--- src/rtl/onehot32_encoder_stream_if.sv ---
// onehot32_encoder_stream_if: vector-in / index-out handshake bundle.
//   in_valid/in_ready/in_vec : request vector stream into the encoder
//   out_valid/out_ready      : index beat handshake out of the encoder
//   out_idx/out_last/out_none/out_count : beat payload and vector popcount
//   slave modport = encoder side, master modport = producer/consumer side
interface onehot32_encoder_stream_if #(
    parameter int N = 32,
    parameter int W = 5
);
    logic         in_valid;
    logic         in_ready;
    logic [N-1:0] in_vec;
    logic         out_valid;
    logic         out_ready;
    logic [W-1:0] out_idx;
    logic         out_last;
    logic         out_none;
    logic [W:0]   out_count;

    modport slave (
        input  in_valid, in_vec, out_ready,
        output in_ready, out_valid, out_idx, out_last, out_none, out_count
    );

    modport master (
        output in_valid, in_vec, out_ready,
        input  in_ready, out_valid, out_idx, out_last, out_none, out_count
    );
endinterface

--- src/rtl/onehot32_encoder_stream.sv ---
// onehot32_encoder_stream: serialises an N-bit vector into ascending W-bit set-bit indices.
//   clk  : rising-edge clock
//   rst  : asynchronous active-high reset
//   s    : slave handshake bundle (vector in, index beats out with last/none/count)
module onehot32_encoder_stream #(
    parameter int N = 32,
    parameter int W = 5
) (
    input logic                        clk,
    input logic                        rst,
    onehot32_encoder_stream_if.slave   s
);
    typedef enum logic {IDLE, EMIT} state_t;

    state_t       state_q, state_d;
    logic [N-1:0] pend_q, pend_d;
    logic [W:0]   cnt_q, cnt_d;
    logic [W-1:0] idx;
    logic [W:0]   pop;
    logic         empty, single;

    // Downward scan so the lowest set bit wins.
    always_comb begin
        idx = '0;
        for (int i = N - 1; i >= 0; i--)
            if (pend_q[i]) idx = W'(i);
    end

    always_comb begin
        pop = '0;
        for (int i = 0; i < N; i++)
            pop = pop + (W+1)'(s.in_vec[i]);
    end

    assign empty  = pend_q == '0;
    // x & (x-1) clears the lowest set bit; zero result means at most one bit was set.
    assign single = !empty && ((pend_q & (pend_q - N'(1))) == '0);

    always_comb begin
        state_d = state_q;
        pend_d  = pend_q;
        cnt_d   = cnt_q;
        if (state_q == IDLE && s.in_valid) begin
            pend_d  = s.in_vec;
            cnt_d   = pop;
            state_d = EMIT;
        end else if (state_q == EMIT && s.out_ready) begin
            pend_d  = pend_q & (pend_q - N'(1));
            state_d = (single || empty) ? IDLE : EMIT;
        end
    end

    always_ff @(posedge clk or posedge rst) begin
        if (rst) begin
            state_q <= IDLE;
            pend_q  <= '0;
            cnt_q   <= '0;
        end else begin
            state_q <= state_d;
            pend_q  <= pend_d;
            cnt_q   <= cnt_d;
        end
    end

    assign s.in_ready  = state_q == IDLE;
    assign s.out_valid = state_q == EMIT;
    assign s.out_idx   = idx;
    assign s.out_last  = s.out_valid && (single || empty);
    assign s.out_none  = s.out_valid && empty;
    assign s.out_count = cnt_q;
endmodule

--- src/flat_wrapper.sv ---
// flat-port wrapper written by rule: the top's interface ports become plain ports
module onehot32_encoder_stream_flat 
#(
    parameter int N = 32,
    parameter int W = 5
)
  (clk, rst, s_in_valid, s_in_vec, s_out_ready, s_in_ready, s_out_valid, s_out_idx, s_out_last, s_out_none, s_out_count);
  onehot32_encoder_stream_if #(.N(N), .W(W)) s_i ();
  input logic clk;
  input logic rst;
  input wire logic [$bits(s_i.in_valid)-1:0] s_in_valid;
  input wire logic [$bits(s_i.in_vec)-1:0] s_in_vec;
  input wire logic [$bits(s_i.out_ready)-1:0] s_out_ready;
  output wire logic [$bits(s_i.in_ready)-1:0] s_in_ready;
  output wire logic [$bits(s_i.out_valid)-1:0] s_out_valid;
  output wire logic [$bits(s_i.out_idx)-1:0] s_out_idx;
  output wire logic [$bits(s_i.out_last)-1:0] s_out_last;
  output wire logic [$bits(s_i.out_none)-1:0] s_out_none;
  output wire logic [$bits(s_i.out_count)-1:0] s_out_count;
  assign s_i.in_valid = s_in_valid;
  assign s_i.in_vec = s_in_vec;
  assign s_i.out_ready = s_out_ready;
  assign s_in_ready = s_i.in_ready;
  assign s_out_valid = s_i.out_valid;
  assign s_out_idx = s_i.out_idx;
  assign s_out_last = s_i.out_last;
  assign s_out_none = s_i.out_none;
  assign s_out_count = s_i.out_count;
  onehot32_encoder_stream #(.N(N), .W(W)) u_core (.clk(clk), .rst(rst), .s(s_i));
endmodule
--- config.mk ---
export PLATFORM = sky130hd
export DESIGN_NAME = onehot32_encoder_stream_flat
export DESIGN_NICKNAME = d
export VERILOG_FILES = /design/src/rtl/onehot32_encoder_stream_if.sv /design/src/rtl/onehot32_encoder_stream.sv /design/src/flat_wrapper.sv
export SDC_FILE = /design/constraint.sdc
export NUM_CORES = 1
export LEC_CHECK = 0
export ABC_AREA = 1
export BUFFER_PORTS_ARGS = -buffer_cell sky130_fd_sc_hd__buf_4
export CORE_MARGIN = 4
export CORE_UTILIZATION = 30
export CTS_BUF_LIST = sky130_fd_sc_hd__clkbuf_16
export DETAILED_ROUTE_END_ITERATION = 16
export GPL_TIMING_DRIVEN = 0
export PLACE_DENSITY = 0.56
export SYNTH_ARGS = -nofsm -noshare
export SYNTH_HDL_FRONTEND = slang
export SYNTH_SLANG_ARGS = --single-unit
--- constraint.sdc ---
create_clock -name clk -period 2.2 [get_ports clk]
set_input_delay 0.11 -clock clk [delete_from_list [all_inputs] [get_ports clk]]
set_output_delay 0.11 -clock clk [all_outputs]
set_load 0.005 [all_outputs]
==> results.py, run 1 <==
metrics = {
    "critical_path": {
        "worstSetupStartpointType": "input pin",
        "critical_path_peak_fanout": 2,
        "critical-path-max-stage-delay_ns": 0.52,
        "cp_slowest_cell": "sky130_fd_sc_hd__fa_1",
        "critPathRequiredTime_ns": 2.42,
        "worst_r2r_setup_slack_ns": -0.54,
        "worst_ep_arrival_time_ns": 4.72,
        "endpoint_kind": "flop",
        "crit_top_cell": "sky130_fd_sc_hd__fa_1",
        "criticalPathCategory": "input pin to flop",
        "path_cells": "buf_8, ha_4, inv_2, fa_1, fa_1, fa_1, fa_1, fa_1, fa_1, inv_1, fa_2, fa_2, a21oi_1, nor2_1, nor2_1, xnor2_1, nand2_1, nand2_1",
    },
    "placed_design": {
        "dpl_cell_area_um2": 3840,
        "buffer_ports.inserted": 50,
        "detailed_place_hpwl_um": 7950,
        "place.gp.congestion": 0.876,
        "placedCellCount": 621,
    },
    "clock_network": {
        "cts_max_path_buffers": 2,
        "cts_max_level": 2,
        "clock_pin_slew_on_the_worst_setup_and_hold_paths_ns": 0.06,
        "numCtsBuffers": 5,
        "clk_latency_ns": 0.28,
        "clk_root_buffer_cell": "sky130_fd_sc_hd__clkbuf_16",
        "tritoncts_clock_tree": "done",
        "cts_sinks": 39,
    },
    "logic_synthesis": {
        "syn-instance-count": 434,
        "synth_seq_area_share": 0.300,
        "netlist_area_um2": 3250,
        "synth.top_cell.area_share": 0.300,
        "ys_top_cells_by_area": "sky130_fd_sc_hd__dfrtp_1 30%, sky130_fd_sc_hd__fa_1 15%, sky130_fd_sc_hd__inv_1 9.8%",
        "synth-warning-count": 0,
        "synth.distinct_cells": 34,
        "syn_area_per_cell_um2": 7.50,
        "synthDominantAreaCellType": "sky130_fd_sc_hd__dfrtp_1",
        "synth_seq_cells": 39,
        "syn_nets": 502,
    },
    "grt": {
        "gr_ovfl_total": 0,
        "grtUsageTotal": 0.175,
        "grt_antenna_before_repair": 0,
        "grt_pass1_vias": 3468,
        "grt_max_degree": 26,
        "grt_first_pass_wirelength_um": 17600,
    },
    "floorplanning": {
        "io_pins": 51,
        "die_width_um": 112,
        "fp.dieH_um": 112,
        "core_um2": 10500,
        "cell_row_count": 37,
        "floorplan.initialDensity": 0.311,
        "die_area_um2": 12600,
    },
    "timing": {
        "shortest_period_the_worst_path_allows_ns": 4.50,
        "final.setup.worst_slack_ns": -2.30,
        "skew_ns": 0.00552,
        "clock.fmax_mhz": 222,
        "rsz_0062_raised_after_global_routing": "true",
        "slew_viol_final": 0,
        "slew-limit-headroom": 0.569,
        "timing.final.hold_violations": 0,
        "worst_pin_slew_ns": 0.647,
        "post-route-period-util": 2.04,
        "setup_violation_total_in_the_final_timing_report": 30,
    },
    "outcome": {
        "violations": "negative setup slack",
        "outcome": "complete, but fails checks",
    },
    "cells_and_area": {
        "final_cell_count_no_fill": 660,
        "final_layout_size_suffix_gt1_frac": 0.277,
        "layout.cell_area.non_filler_um2": 4440,
        "syn2layout_area_growth_pct": 36.5,
        "diodes": 0,
        "final_nets": 591,
        "final_util": 0.425,
    },
    "job": {
        "timing.max_cap.violations": 0,
    },
    "detailed_routing": {
        "final_antenna_net_count": 0,
        "drt_iter0_drc": 267,
        "post_detailed_route_wirelength_per_cell_um": 16.2,
        "finalWirelength_um": 10700,
        "drc_errors": 0,
        "via_per_inst": 4.98,
        "detailroute.via_count": 3286,
        "drt_pre_antenna_iters": 5,
    },
    "power_and_ir_drop": {
        "total_leakage_power_nw": 2.24,
        "p_per_area_nw_per_um2": 1930,
        "vdd_ir_drop_max_mv": 1.40,
    },
    "hold_path": {
        "worst_hold_path_type": "input pin to flop",
    },
}
-- cell usage in the layout (no fill, tap or decap), drive strengths merged, types with 8 or more instances in the layout --
cell type and n:
inv 91, buf 82, nand2 74, nor2 50, o21ai 46, dfrtp 39, a21oi 38, fa 24
clkbuf 17, o22ai 15, o211ai 8, ha 8
-- where the power goes --
group          switching [mW]  internal (mW)
clock                   0.302          0.411
sequential              0.280          0.997
combinational            3.72           2.85
-- synth_stat cells --
library cell and number:
sky130_fd_sc_hd__nor2_1 43, sky130_fd_sc_hd__or2_2 1, sky130_fd_sc_hd__nand4_2 1, sky130_fd_sc_hd__nor4_1 4, sky130_fd_sc_hd__nand3_1 5, sky130_fd_sc_hd__nor4b_1 1, sky130_fd_sc_hd__nand2_1 73, sky130_fd_sc_hd__o2111ai_1 1
sky130_fd_sc_hd__o211ai_1 8, sky130_fd_sc_hd__nor4_4 1, sky130_fd_sc_hd__o21ai_0 46, sky130_fd_sc_hd__a31oi_1 4, sky130_fd_sc_hd__nor3_2 1, sky130_fd_sc_hd__ha_1 8, sky130_fd_sc_hd__buf_1 1, sky130_fd_sc_hd__a21oi_1 38
sky130_fd_sc_hd__nand4_1 2, sky130_fd_sc_hd__nor2_2 4, sky130_fd_sc_hd__o31ai_1 2, sky130_fd_sc_hd__clkinv_1 2, sky130_fd_sc_hd__xor2_1 1, sky130_fd_sc_hd__a22o_1 1, sky130_fd_sc_hd__nor3_4 1, sky130_fd_sc_hd__nor2_8 1
sky130_fd_sc_hd__nor3_1 2, sky130_fd_sc_hd__inv_1 85, sky130_fd_sc_hd__inv_2 3, sky130_fd_sc_hd__nand2_4 1, sky130_fd_sc_hd__fa_1 24, sky130_fd_sc_hd__clkbuf_1 12, sky130_fd_sc_hd__dfrtp_1 39, sky130_fd_sc_hd__nor2_4 2
sky130_fd_sc_hd__xnor2_1 1, sky130_fd_sc_hd__o22ai_1 15
-- cell families (layout without fill, tap and decap cells) --
family / Yosys count / in the layout / synth area share
fa+ha+maj: 32 / 32 / 0.178
simple gates: 143 / 143 / 0.203
xor+xnor: 2 / 2 / 0.00538
flops: 39 / 39 / 0.300
buf+inv: 103 / 193 / 0.119
compound gates: 115 / 115 / 0.194
-- metal layers --
metal | vias up | routed length, um | global-route usage
met5 | - | 0 | 0
met2 | 109 | 5450 | 0.300
met3 | 24 | 408 | 0.0221
met4 | 0 | 229 | 0.0481
met1 | 1578 | 4570 | 0.232
li1 | 1575 | - | -
-- what timing repair did --
item,CTS,global route
setup endpoints to repair,31,42
pin swaps,10,14
gates resized for setup,29,37
hold endpoints to repair,14,0
hold buffers,1,0
setup buffers,26,6
-- metrics by stage --
stage | hold WS [ns] | power [mW] | TNS [ns] | setup slack, ns
5_1_grt | 0.0654 | 9.41 | -20.81 | -2.51
3_3_place_gp | 0.378 | 6.29 | -20.52 | -2.65
6_report | 0.0650 | 8.56 | -14.98 | -2.30
3_5_place_dp | 0.124 | 6.31 | -20.62 | -2.64
4_1_cts | 0.0733 | 7.99 | -15.87 | -2.32
2_1_floorplan | 0.250 | 4.82 | -12.01 | -2.25
-- worst max-delay path: cells and delay by family --
kind	cells	cell delay, ns
compound gates	1	0.15
xor+xnor	1	0.13
fa+ha+maj	9	3.83
buf+inv	3	0.18
simple gates	4	0.32
-- path summary, 6_finish.rpt --
kind                                                   startpoint                           endpoint  cells after the start
worst min-delay path                                  s_in_vec[0]       u_core.pend_q[0]$_DFFE_PP0P_                      2
max in group asynchronous                                     rst      u_core.pend_q[18]$_DFFE_PP0P_                      4
worst min register to register  u_core.s.out_count[4]$_DFFE_PP0P_  u_core.s.out_count[4]$_DFFE_PP0P_                      2
worst max register to register       u_core.pend_q[1]$_DFFE_PP0P_     u_core.s.out_valid$_DFFE_PP0P_                     18
worst max-delay path                                  s_in_vec[1]  u_core.s.out_count[4]$_DFFE_PP0P_                     18
min in group asynchronous                                     rst       u_core.pend_q[8]$_DFFE_PP0P_                      3
-- final cells by class --
cell class              count  area, um^2
repair buffers             82         657
flip-flops and latches     39         976
plain buffers              13        55.1
clock inverters             3        12.5
clock buffers               5         125
inverters                  90         343
well taps                 136         170
multi-input cells         292        2100
fillers                  1115        6020
-- registers in the layout, indices dropped and copies added (netlist names) --
signal and count:
u_core.pend_q 32, u_core.s.out_valid 1, u_core.s.out_count 6
No activity file was read; power rests on OpenSTA's default activity.
==> run 2: changes to the inputs <==
Settings changed: ABC_AREA 1 to not set, PLACE_DENSITY 0.56 to not set.
==> run 2 against run 1 <==
The flow finishes with violations (negative hold slack, negative setup slack). Sequential cell count stayed put. Die area is 2.5% lower. Total power hardly changed. Combinational power is 3.2% lower. Largest cell class unchanged. Non-clock buffer count is 7 higher. Sequential share of layout area is 0.29 points lower. Clock-buffer cell count stayed put.
==> results.py, run 2 <==
metrics = {
    "outcome": {
        "outcome": "complete, but fails checks",
        "violations": "negative hold slack, negative setup slack",
    },
    "placed_design": {
        "placedCellCount": 554,
        "buffer_ports.inserted": 50,
        "dpl_cell_area_um2": 3790,
        "preCtsSetupSlack_ns": -2.73,
        "detailed_place_hpwl_um": 7520,
        "place.gp.congestion": 0.863,
    },
    "clock_network": {
        "numCtsBuffers": 5,
        "clock_pin_slew_on_the_worst_setup_and_hold_paths_ns": 0.06,
        "cts_max_level": 2,
        "tritoncts_clock_tree": "done",
        "cts_hold_repair.buffers": 0,
        "clk_root_buffer_cell": "sky130_fd_sc_hd__clkbuf_16",
        "cts_max_path_buffers": 2,
        "clk_latency_ns": 0.28,
        "cts_sinks": 39,
    },
    "critical_path": {
        "critPathRequiredTime_ns": 2.35,
        "endpoint_kind": "flop",
        "worst_ep_arrival_time_ns": 4.72,
        "cp_slowest_cell": "sky130_fd_sc_hd__fa_1",
        "crit_top_cell": "sky130_fd_sc_hd__fa_1",
        "criticalPathCategory": "input pin to flop",
        "path_cells": "buf_8, ha_4, inv_2, fa_1, fa_1, fa_1, fa_1, fa_1, fa_1, inv_2, fa_2, fa_2, a21o_1, a21oi_2, xor2_1, o21ai_1",
        "critical_path_peak_fanout": 2,
        "worstSetupStartpointType": "input pin",
        "critical-path-max-stage-delay_ns": 0.52,
    },
    "timing": {
        "slew-limit-headroom": 0.435,
        "finalSetupTns_ns": -16.09,
        "skew_ns": 0.00659,
        "timing.final.hold_violations": 5,
        "post-route-period-util": 2.08,
        "final.setup.worst_slack_ns": -2.38,
        "slew_viol_final": 0,
        "worst_pin_slew_ns": 0.846,
        "rsz_0062_raised_after_global_routing": "true",
        "finalHoldWorstSlack_ns": -0.00606,
        "setup_violation_total_in_the_final_timing_report": 22,
        "clock.fmax_mhz": 219,
        "shortest_period_the_worst_path_allows_ns": 4.58,
    },
    "floorplanning": {
        "floorplan.initialDensity": 0.307,
        "cell_row_count": 37,
        "io_pins": 51,
        "die_area_um2": 12300,
        "die_width_um": 111,
        "core_um2": 10300,
        "fp.dieH_um": 111,
    },
    "power_and_ir_drop": {
        "vdd_ir_drop_max_mv": 1.82,
        "cell_internal_pwr_mw": 4.64,
        "net-switching-power_mw": 3.91,
        "power.combinational.fraction": 0.744,
        "p_clk_frac": 0.095,
        "sequentialPowerShare": 0.161,
        "total_leakage_power_nw": 2.08,
        "power.total_mw": 8.55,
        "p_per_area_nw_per_um2": 1870,
        "power.switching_fraction": 0.457,
    },
    "logic_synthesis": {
        "yosysMostFrequentCell": "sky130_fd_sc_hd__inv_1",
        "syn_area_per_cell_um2": 8.61,
        "synth-warning-count": 0,
        "netlist_area_um2": 3170,
        "synth.top_cell.area_share": 0.308,
        "yosys_most_used_dff": "sky130_fd_sc_hd__dfrtp_1",
        "synth_top_cells_by_count": "49 x sky130_fd_sc_hd__inv_1, 43 x sky130_fd_sc_hd__nand2_1, 39 x sky130_fd_sc_hd__dfrtp_1",
        "syn-instance-count": 368,
        "synth.distinct_cells": 54,
        "synthDominantAreaCellType": "sky130_fd_sc_hd__dfrtp_1",
        "post_synth_arst_share": 1.00,
        "ys_top_cells_by_area": "sky130_fd_sc_hd__dfrtp_1 31%, sky130_fd_sc_hd__fa_1 15%, sky130_fd_sc_hd__inv_1 5.8%",
        "syn_nets": 436,
        "synth_seq_area_share": 0.308,
        "synth_seq_cells": 39,
        "synth_enable_flop_cells": 0,
    },
    "grt": {
        "grt_antenna_before_repair": 0,
        "gr_ovfl_total": 0,
        "grt_first_pass_wirelength_um": 16500,
        "grt_max_degree": 40,
        "grtUsageTotal": 0.166,
        "grt_pass1_vias": 3252,
    },
    "cells_and_area": {
        "final_util": 0.443,
        "final_layout_size_suffix_gt1_frac": 0.362,
        "mostFrequentLayoutCell": "sky130_fd_sc_hd__buf_4",
        "most-common-layout-cells": "78 x sky130_fd_sc_hd__buf_4, 46 x sky130_fd_sc_hd__inv_1, 41 x sky130_fd_sc_hd__nand2_1",
        "largest_reg_flops": 32,
        "final_cell_count_no_fill": 595,
        "diodes": 0,
        "final_nets": 526,
        "layout.cell_area.non_filler_um2": 4570,
        "registers.top_by_ff_count": "u_core.pend_q",
        "syn2layout_area_growth_pct": 44.3,
    },
    "detailed_routing": {
        "final_antenna_net_count": 0,
        "finalWirelength_um": 10300,
        "via_per_inst": 5.29,
        "drc_errors": 0,
        "drt_iter0_drc": 194,
        "post_detailed_route_wirelength_per_cell_um": 17.3,
        "detailroute.via_count": 3147,
        "drt_pre_antenna_iters": 4,
    },
    "hold_path": {
        "worst_hold_path_type": "input pin to async pin",
    },
    "job": {
        "timing.max_cap.violations": 0,
    },
}
## run 2: cell count changes after synthesis, sizes merged, moves of 5 or more
cell / change
nand2: -31
o21ai: -7
o22ai: -14
a21oi: -21
nor2: -27
o31ai: +5
buf: +5
inv: -39
o311ai: +8
nand2b: +5
or4: +6
## run 2: worst paths after layout
path	startpoint	cells past startpoint	to	slack (ns)
worst max-delay path	s_in_vec[1]	16	u_core.s.out_count[4]$_DFFE_PP0P_	-2.38
worst min-delay path	rst	2	u_core.s.out_count[3]$_DFFE_PP0P_	-0.006
worst max register to register	u_core.pend_q[6]$_DFFE_PP0P_	7	u_core.s.out_valid$_DFFE_PP0P_	-0.58
worst min register to register	u_core.s.out_count[1]$_DFFE_PP0P_	2	u_core.s.out_count[1]$_DFFE_PP0P_	0.48
max in group asynchronous	rst	2	u_core.pend_q[14]$_DFFE_PP0P_	1.60
min in group clk	s_out_ready	2	u_core.s.out_valid$_DFFE_PP0P_	0.01
## run 2: cell type report
| cell class | instances | area [um^2] |
|---|---|---|
| Multi-Input combinational cell | 261 | 2270 |
| Tap cell | 136 | 170 |
| Fill cell | 1005 | 5750 |
| Sequential cell | 39 | 991 |
| Timing Repair Buffer | 89 | 722 |
| Clock inverter | 3 | 38.8 |
| Inverter | 49 | 184 |
| Buffer | 13 | 68.8 |
| Clock buffer | 5 | 125 |
## run 2: cell families (layout without fill, tap and decap cells)
logic type,Yosys count,after routing,synth area share
flops,39,39,0.308
buf+inv,68,159,0.0869
simple gates,115,115,0.182
compound gates,108,108,0.222
mux,1,1,0.00316
fa+ha+maj,34,34,0.190
xor+xnor,3,3,0.00830
## run 2: timing repair
action,4_1_cts,5_1_grt
setup buffers,31,9
gates resized for setup,53,35
endpoints found under the setup margin,29,30
cloned,0,0
pin swaps,21,25
## run 2: worst max-delay path: cells and delay by family
kind	cells	cell delay, ns
adders and majority gates	9	3.86
AOI/OAI and AO/OA	3	0.43
buffers and inverters	3	0.17
xor gates and xnor gates	1	0.16
## run 2: power by group through the flow
stage / clock [mW] / sequential (mW) / combinational (mW)
4_1_cts: 0.832 / 1.32 / 5.72
3_5_place_dp: 0 / 1.29 / 4.67
3_3_place_gp: 0 / 1.28 / 4.61
6_report: 0.814 / 1.38 / 6.36
2_1_floorplan: 0 / 1.20 / 3.38
5_1_grt: 0.863 / 1.41 / 6.98
## run 2: per-layer routing
layer,track usage,routed length (um),up-vias
li1,-,-,1472
met1,0.223,4540,1562
met2,0.264,4970,88
met3,0.0229,377,25
met4,0.0805,418,0
met5,0,0,-
